`config.mk`:
```
export PLATFORM = sky130hd
export DESIGN_NAME = camera_sampler
export DESIGN_NICKNAME = d
export VERILOG_FILES = /design/src/rtl/camera_sampler.sv
export SDC_FILE = /design/constraint.sdc
export NUM_CORES = 1
export LEC_CHECK = 0
export CAP_MARGIN = 20
export CORE_UTILIZATION = 45
export DETAILED_ROUTE_END_ITERATION = 12
export PLACE_DENSITY = 0.67
export SYNTH_ARGS = -nofsm -noshare
export SYNTH_HDL_FRONTEND = slang
export SYNTH_SLANG_ARGS = --single-unit
```
`constraint.sdc`:
```
create_clock -name clk_fast -period 2.31 [get_ports clk_fast]
set_input_delay 0.3465 -clock clk_fast [delete_from_list [all_inputs] [get_ports clk_fast]]
set_output_delay 0.3465 -clock clk_fast [all_outputs]
set_load 0.03 [all_outputs]
```
`src/rtl/camera_sampler.sv`:
```
// Samples an 8-bit DVP-style camera bus into the clk_fast domain and
// assembles byte pairs into 16-bit pixels with line/frame position counters.
module camera_sampler #(
  parameter int SYNC_STAGES = 2,
  parameter int HW          = 11,
  parameter int VW          = 10
) (
  input  logic          clk_fast,
  input  logic          rst_fast,
  input  logic          cam_pclk,
  input  logic          cam_href,
  input  logic          cam_vsync,
  input  logic [7:0]    cam_data,
  output logic          pixel_valid,
  output logic [15:0]   pixel_data,
  output logic [HW-1:0] hcount,
  output logic [VW-1:0] vcount,
  output logic          frame_start,
  output logic          line_end
);

  typedef struct packed {
    logic       pclk;
    logic       href;
    logic       vsync;
    logic [7:0] data;
  } cam_t;

  typedef enum logic [1:0] {
    WAIT_VSYNC,
    IDLE,
    BYTE0,
    BYTE1
  } state_t;

  // All camera lines share one chain so href/vsync/data stay aligned with pclk.
  cam_t          r_sync [SYNC_STAGES];
  cam_t          w_sync;
  logic          w_pclk_rise;

  logic          r_pclk_prev;
  logic          r_rise;
  logic          r_smp_href;
  logic          r_smp_vsync;
  logic [7:0]    r_smp_data;

  state_t        r_state;
  logic          r_vsync_prev;
  logic          r_href_prev;
  logic [7:0]    r_high;
  logic          r_pixel_valid;
  logic [15:0]   r_pixel_data;
  logic [HW-1:0] r_hcount;
  logic [VW-1:0] r_vcount;
  logic          r_frame_start;
  logic          r_line_end;

  // NOTE: the synchronizer is an array of flops, not a RAM, so it is cleared
  // element by element; a pclk edge caught before reset must not survive it.
  always_ff @(posedge clk_fast) begin
    if (rst_fast) begin
      for (int i = 0; i < SYNC_STAGES; i++) r_sync[i] <= '0;
    end else begin
      r_sync[0] <= '{pclk: cam_pclk, href: cam_href, vsync: cam_vsync, data: cam_data};
      for (int i = 1; i < SYNC_STAGES; i++) r_sync[i] <= r_sync[i-1];
    end
  end

  assign w_sync      = r_sync[SYNC_STAGES-1];
  assign w_pclk_rise = w_sync.pclk & ~r_pclk_prev;

  // NOTE: every register is updated with <= so all flops see the pre-edge
  // values; a blocking = here would let later statements read the new value.
  always_ff @(posedge clk_fast) begin
    if (rst_fast) begin
      r_pclk_prev <= 1'b0;
      r_rise      <= 1'b0;
      r_smp_href  <= 1'b0;
      r_smp_vsync <= 1'b0;
      r_smp_data  <= 8'h00;
    end else begin
      r_pclk_prev <= w_sync.pclk;
      r_rise      <= w_pclk_rise;
      r_smp_href  <= w_sync.href;
      r_smp_vsync <= w_sync.vsync;
      r_smp_data  <= w_sync.data;
    end
  end

  always_ff @(posedge clk_fast) begin
    if (rst_fast) begin
      r_state       <= WAIT_VSYNC;
      r_vsync_prev  <= 1'b0;
      r_href_prev   <= 1'b0;
      r_high        <= 8'h00;
      r_pixel_valid <= 1'b0;
      r_pixel_data  <= 16'h0000;
      r_hcount      <= '0;
      r_vcount      <= '0;
      r_frame_start <= 1'b0;
      r_line_end    <= 1'b0;
    end else begin
      r_pixel_valid <= 1'b0;
      r_frame_start <= 1'b0;
      r_line_end    <= 1'b0;

      // hcount names the pixel just emitted, so it advances one cycle later.
      if (r_pixel_valid) r_hcount <= r_hcount + HW'(1);

      if (r_rise) begin
        r_vsync_prev <= r_smp_vsync;
        r_href_prev  <= r_smp_href;
        case (r_state)
          WAIT_VSYNC: begin
            if (r_vsync_prev && !r_smp_vsync) begin
              r_state       <= IDLE;
              r_frame_start <= 1'b1;
              r_hcount      <= '0;
              r_vcount      <= '0;
            end
          end
          default: begin
            if (r_smp_vsync) begin
              r_state <= WAIT_VSYNC;
            end else if (r_smp_href) begin
              if (r_state == BYTE1) begin
                r_pixel_data  <= {r_high, r_smp_data};
                r_pixel_valid <= 1'b1;
                r_state       <= BYTE0;
              end else begin
                // First byte of a pair; BYTE1 means one byte is held.
                r_high  <= r_smp_data;
                r_state <= BYTE1;
              end
            end else if (r_href_prev) begin
              r_line_end <= 1'b1;
              r_vcount   <= r_vcount + VW'(1);
              r_hcount   <= '0;
              r_state    <= IDLE;
            end
          end
        endcase
      end
    end
  end

  assign pixel_valid = r_pixel_valid;
  assign pixel_data  = r_pixel_data;
  assign hcount      = r_hcount;
  assign vcount      = r_vcount;
  assign frame_start = r_frame_start;
  assign line_end    = r_line_end;

endmodule

```
==> metrics.log <==
[metrics] sequential cell area: between 0.0015 and 0.002 mm2
[metrics] CTS tree: done
[metrics] mapped cell area: about 0.0031 mm2
[metrics] hold violation count in the final report: 0
[metrics] placeable core region: about 0.0065 mm2
[metrics] clock latency reported for the late side of the worst-skew pair: about 0.35 ns
[metrics] violations in the final reports: design-rule violations
[metrics] total area of multi-input combinational cells: 0.001269 mm2
[metrics] library cell with the largest summed area after synthesis: sky130_fd_sc_hd__dfxtp_1
[metrics] register-to-register path setup slack: ~0.33 ns
[metrics] clk sinks: 86
[metrics] fin nets: approximately 370
[metrics] share of final-layout standard cells stronger than drive strength 1: 0.07887
[metrics] post-detailed-routing wire length: roughly 5.1 mm
[metrics] Overall Power: between 2 and 3 mW
[metrics] CP startpoint kind: register
[metrics] count of distinct cell types in the synthesized netlist: 41
[metrics] power density over the cells: just under 700 mW/mm2
[metrics] number of buffers created by CTS: 9
[metrics] combined global-route utilization of all metal layers: 0.1645
[metrics] Tcrit/Tclk final: 0.8569
[metrics] crit path time final: about 2.0 ns
[metrics] per-instance average area after synthesis: slightly above 10 um2
[metrics] Reg-to-Reg Start: r_state[0]$_SDFFE_PP0P_
[metrics] sequential-to-total area share from yosys stat: 0.5571
[metrics] Die ar.: 0.007203 mm2
[metrics] Post-Syn Nets: approximately 320
[metrics] final weighted congestion in routability-driven placement: between 0.7 and 0.8
[metrics] delay-heaviest family, CP: simple AND/OR/NAND/NOR gates
[metrics] longest individual stage delay on the worst path: 0.55 ns
[metrics] vertical die dimension: 84.87 um
[metrics] number of standard-cell rows in the floorplan: 29
[metrics] area added between synthesis and finish: 24.41%
[metrics] number of global-route vias before repair: 1970
[metrics] data arrival time of the critical path: about 2.2 ns
[metrics] antenna violations before repair: 0
[metrics] #FFs+latches synth: 86
[metrics] worst hold path type: reg -> reg
[metrics] Remaining DRCs: 5
[metrics] buffer and inverter count on the worst path: 1
[metrics] count of input and output buffers: 52
[metrics] CTS root buf: sky130_fd_sc_hd__clkbuf_8
[metrics] overall die width: 84.87 um
[metrics] most used standard cells in the synthesized netlist: sky130_fd_sc_hd__dfxtp_1, sky130_fd_sc_hd__nor2_1, sky130_fd_sc_hd__nor2b_1
[metrics] depth of the worst register-to-register path: 6
[metrics] drt initial violations: between 100 and 150
[metrics] antenna-violating nets left: 0
[metrics] hold worst-path end: r_rise$_SDFF_PP0_
[metrics] Final TNS setup: 0 ns
[metrics] worst slew slack as a fraction of its limit: 0.6757
[metrics] antenna fix cells: 0
[metrics] required time at the worst-slack endpoint: 2.54 ns
[metrics] # hold bufs at CTS: 0
[metrics] post-CTS setup buffer count: 0
[metrics] fillers: approximately 570
[metrics] most instantiated flip-flop cell in the synthesis netlist: sky130_fd_sc_hd__dfxtp_1
[metrics] number of synthesized flops with an enable pin: 0
[metrics] pin slew with the least headroom to its limit: a little under 0.5 ns
[metrics] clock-pin slew of the registers on the worst-case setup and hold paths: around 0.080 ns
[metrics] Max FO, Critical Path: 17
[metrics] # setup viols final: 0
[metrics] grt ovf: 0
[metrics] worst setup path category: reg -> reg
[metrics] unrepaired setup endpoints after global routing: false
[metrics] Final Skew: approximately 0.0053 ns
[metrics] depth of the worst hold-timing path: 1
[metrics] Post-synth ARST share: 0
[metrics] Vias: around 2100
[metrics] library cell contributing the largest single delay on the critical path: sky130_fd_sc_hd__and3_2
[metrics] Cells after Synth: ~300
[metrics] global-route wire length before repair: between 9 and 10 mm
[metrics] max-capacitance violation count: 0
[metrics] post-cts repair resize count: 0
[metrics] Boundary Pins: 53
[metrics] final max-slew violation count: 0
[metrics] list of cells traversed by the critical path: inv_1 > ha_1 > nor3b_1 > and3_2 > mux2i_1 > nor2_1
[metrics] cell leakage power: 1.346 nW
[metrics] kind of end point of the critical path: register
[metrics] H-tree levels: 3
[metrics] largest net degree at the start of global routing: between 40 and 50
[metrics] Yosys top cell area share: 0.5571
[metrics] vias per cell: about 4.9
[metrics] status: finished with violations
[metrics] half-perimeter wire length after detailed placement: between 3 and 4 mm
[metrics] fmax: between 500 and 600 MHz
[metrics] most repeated cell in the gate-level netlist after synthesis: sky130_fd_sc_hd__dfxtp_1
[metrics] critical hold path startpoint: r_pclk_prev$_SDFF_PP0_
[metrics] number of synthesis warnings: 0
[metrics] Clock Path Buffers: 2
[metrics] drt first pass iters: 9
[metrics] Max IR drop VDD: roughly 0.00045 V
[metrics] largest cells by area after synthesis: sky130_fd_sc_hd__dfxtp_1, sky130_fd_sc_hd__nor2b_1, sky130_fd_sc_hd__mux2i_1
[metrics] Reg-to-Reg End: pixel_data[14]$_SDFFE_PP0P_
[metrics] Routed wire per std cell: ~12 um
[metrics] initial standard-cell utilization of the core: 0.4758
==> state kept, by name (all words and copies together), names as in the netlist <==
signal,cells
r_smp_data,8
pixel_data,16
r_state,2
frame_start,1
r_sync,22
pixel_valid,1
r_high,8
r_smp_href,1
r_pclk_prev,1
vcount,10
r_rise,1
r_smp_vsync,1
hcount,11
r_href_prev,1
line_end,1
r_vsync_prev,1
==> routing by layer <==
metal | vias to the layer above | GRT usage | part of all wire
li1 | 1095 | - | -
met1 | 953 | 0.2138 | 0.49
met2 | 49 | 0.2498 | 0.44
met5 | - | 0 | 0
met4 | 0 | 0.05547 | 0.018
met3 | 9 | 0.06712 | 0.048
==> final cells by class <==
| cell class | instances | share of cell area |
|---|---|---|
| Multi-Input combinational cell | 197 | 0.3300 |
| Tap cell | 77 | 0.02506 |
| Timing Repair Buffer | 54 | 0.1412 |
| Sequential cell | 86 | 0.4478 |
| Inverter | 2 | 0.001952 |
| Clock buffer | 10 | 0.03580 |
| Clock inverter | 6 | 0.01822 |
==> layout by cell type (no fill, tap or decap), types with 2 or more instances in the layout <==
master                            instances
sky130_fd_sc_hd__dfxtp_1                 86
sky130_fd_sc_hd__clkdlybuf4s50_1         51
sky130_fd_sc_hd__nor2_1                  38
sky130_fd_sc_hd__nor2b_1                 35
sky130_fd_sc_hd__nand2_1                 27
sky130_fd_sc_hd__mux2i_1                 19
sky130_fd_sc_hd__a21oi_1                 14
sky130_fd_sc_hd__clkbuf_8                10
sky130_fd_sc_hd__xor2_1                   9
sky130_fd_sc_hd__xnor2_1                  9
sky130_fd_sc_hd__nand4_1                  4
sky130_fd_sc_hd__ha_1                     4
sky130_fd_sc_hd__nand3_1                  3
sky130_fd_sc_hd__and4_1                   3
sky130_fd_sc_hd__nor3_1                   3
sky130_fd_sc_hd__inv_1                    2
sky130_fd_sc_hd__nor3b_1                  2
sky130_fd_sc_hd__and3_2                   2
sky130_fd_sc_hd__nand2b_1                 2
sky130_fd_sc_hd__and3_1                   2
sky130_fd_sc_hd__a211oi_1                 2
sky130_fd_sc_hd__o211ai_1                 2
sky130_fd_sc_hd__clkinvlp_4               2
==> worst max path at each step <==
stage / cells past startpoint / startpoint / slack (ns) / endpoint
2_1_floorplan: 8 / r_state[0]$_SDFFE_PP0P_ / 0.55 / pixel_data[10]$_SDFFE_PP0P_
3_3_place_gp: 6 / r_state[0]$_SDFFE_PP0P_ / 0.38 / pixel_data[14]$_SDFFE_PP0P_
3_5_place_dp: 6 / r_state[0]$_SDFFE_PP0P_ / 0.31 / pixel_data[14]$_SDFFE_PP0P_
4_1_cts: 6 / r_state[0]$_SDFFE_PP0P_ / 0.31 / pixel_data[14]$_SDFFE_PP0P_
5_1_grt: 6 / r_state[0]$_SDFFE_PP0P_ / 0.08 / pixel_data[14]$_SDFFE_PP0P_
6_report: 6 / r_state[0]$_SDFFE_PP0P_ / 0.33 / pixel_data[14]$_SDFFE_PP0P_
==> worst reg2reg max path: cells and delay by family, from the launching register on <==
family | cells | cell delay [ns]
flops | 1 | 0.36
fa+ha+maj | 1 | 0.29
buf+inv | 1 | 0.05
simple gates | 3 | 0.91
mux | 1 | 0.25
==> cells by family (layout without fill, tap and decap cells) <==
family	after synthesis	after routing	synth area share
AO/OA/AOI/OAI	24	24	0.05385
XOR/XNOR	18	18	0.05101
adder cells (fa/ha/maj)	4	4	0.01619
buffers and inverters	16	72	0.03239
flip-flops	86	86	0.5571
multiplexers	19	19	0.06154
AND/OR/NAND/NOR	132	132	0.2279
==> through the flow <==
step / std cells / area (um2) / hold WS (ns) / worst slack [ns] / util
global route: 432 / 3845 / 0.4099 / 0.08238 / 0.5920
floorplan: 299 / 3090 / 0.3674 / 0.5523 / -
global placement: 416 / 3637 / 0.3720 / 0.3849 / 0.5600
finish: 432 / 3845 / 0.3849 / 0.3305 / 0.5920
detailed placement: 416 / 3637 / 0.3766 / 0.3129 / 0.5600
CTS: 432 / 3845 / 0.3885 / 0.3079 / 0.5920
==> report_power, final <==
group / internal [mW] / leakage [nW] / switching (mW) / total [mW]
clock network: 0.536 / 0.100 / 0.536 / 1.07
logic: 0.0360 / 0.547 / 0.0308 / 0.0668
registers: 1.50 / 0.698 / 0.00720 / 1.51
No activity file was read; power rests on OpenSTA's default activity.
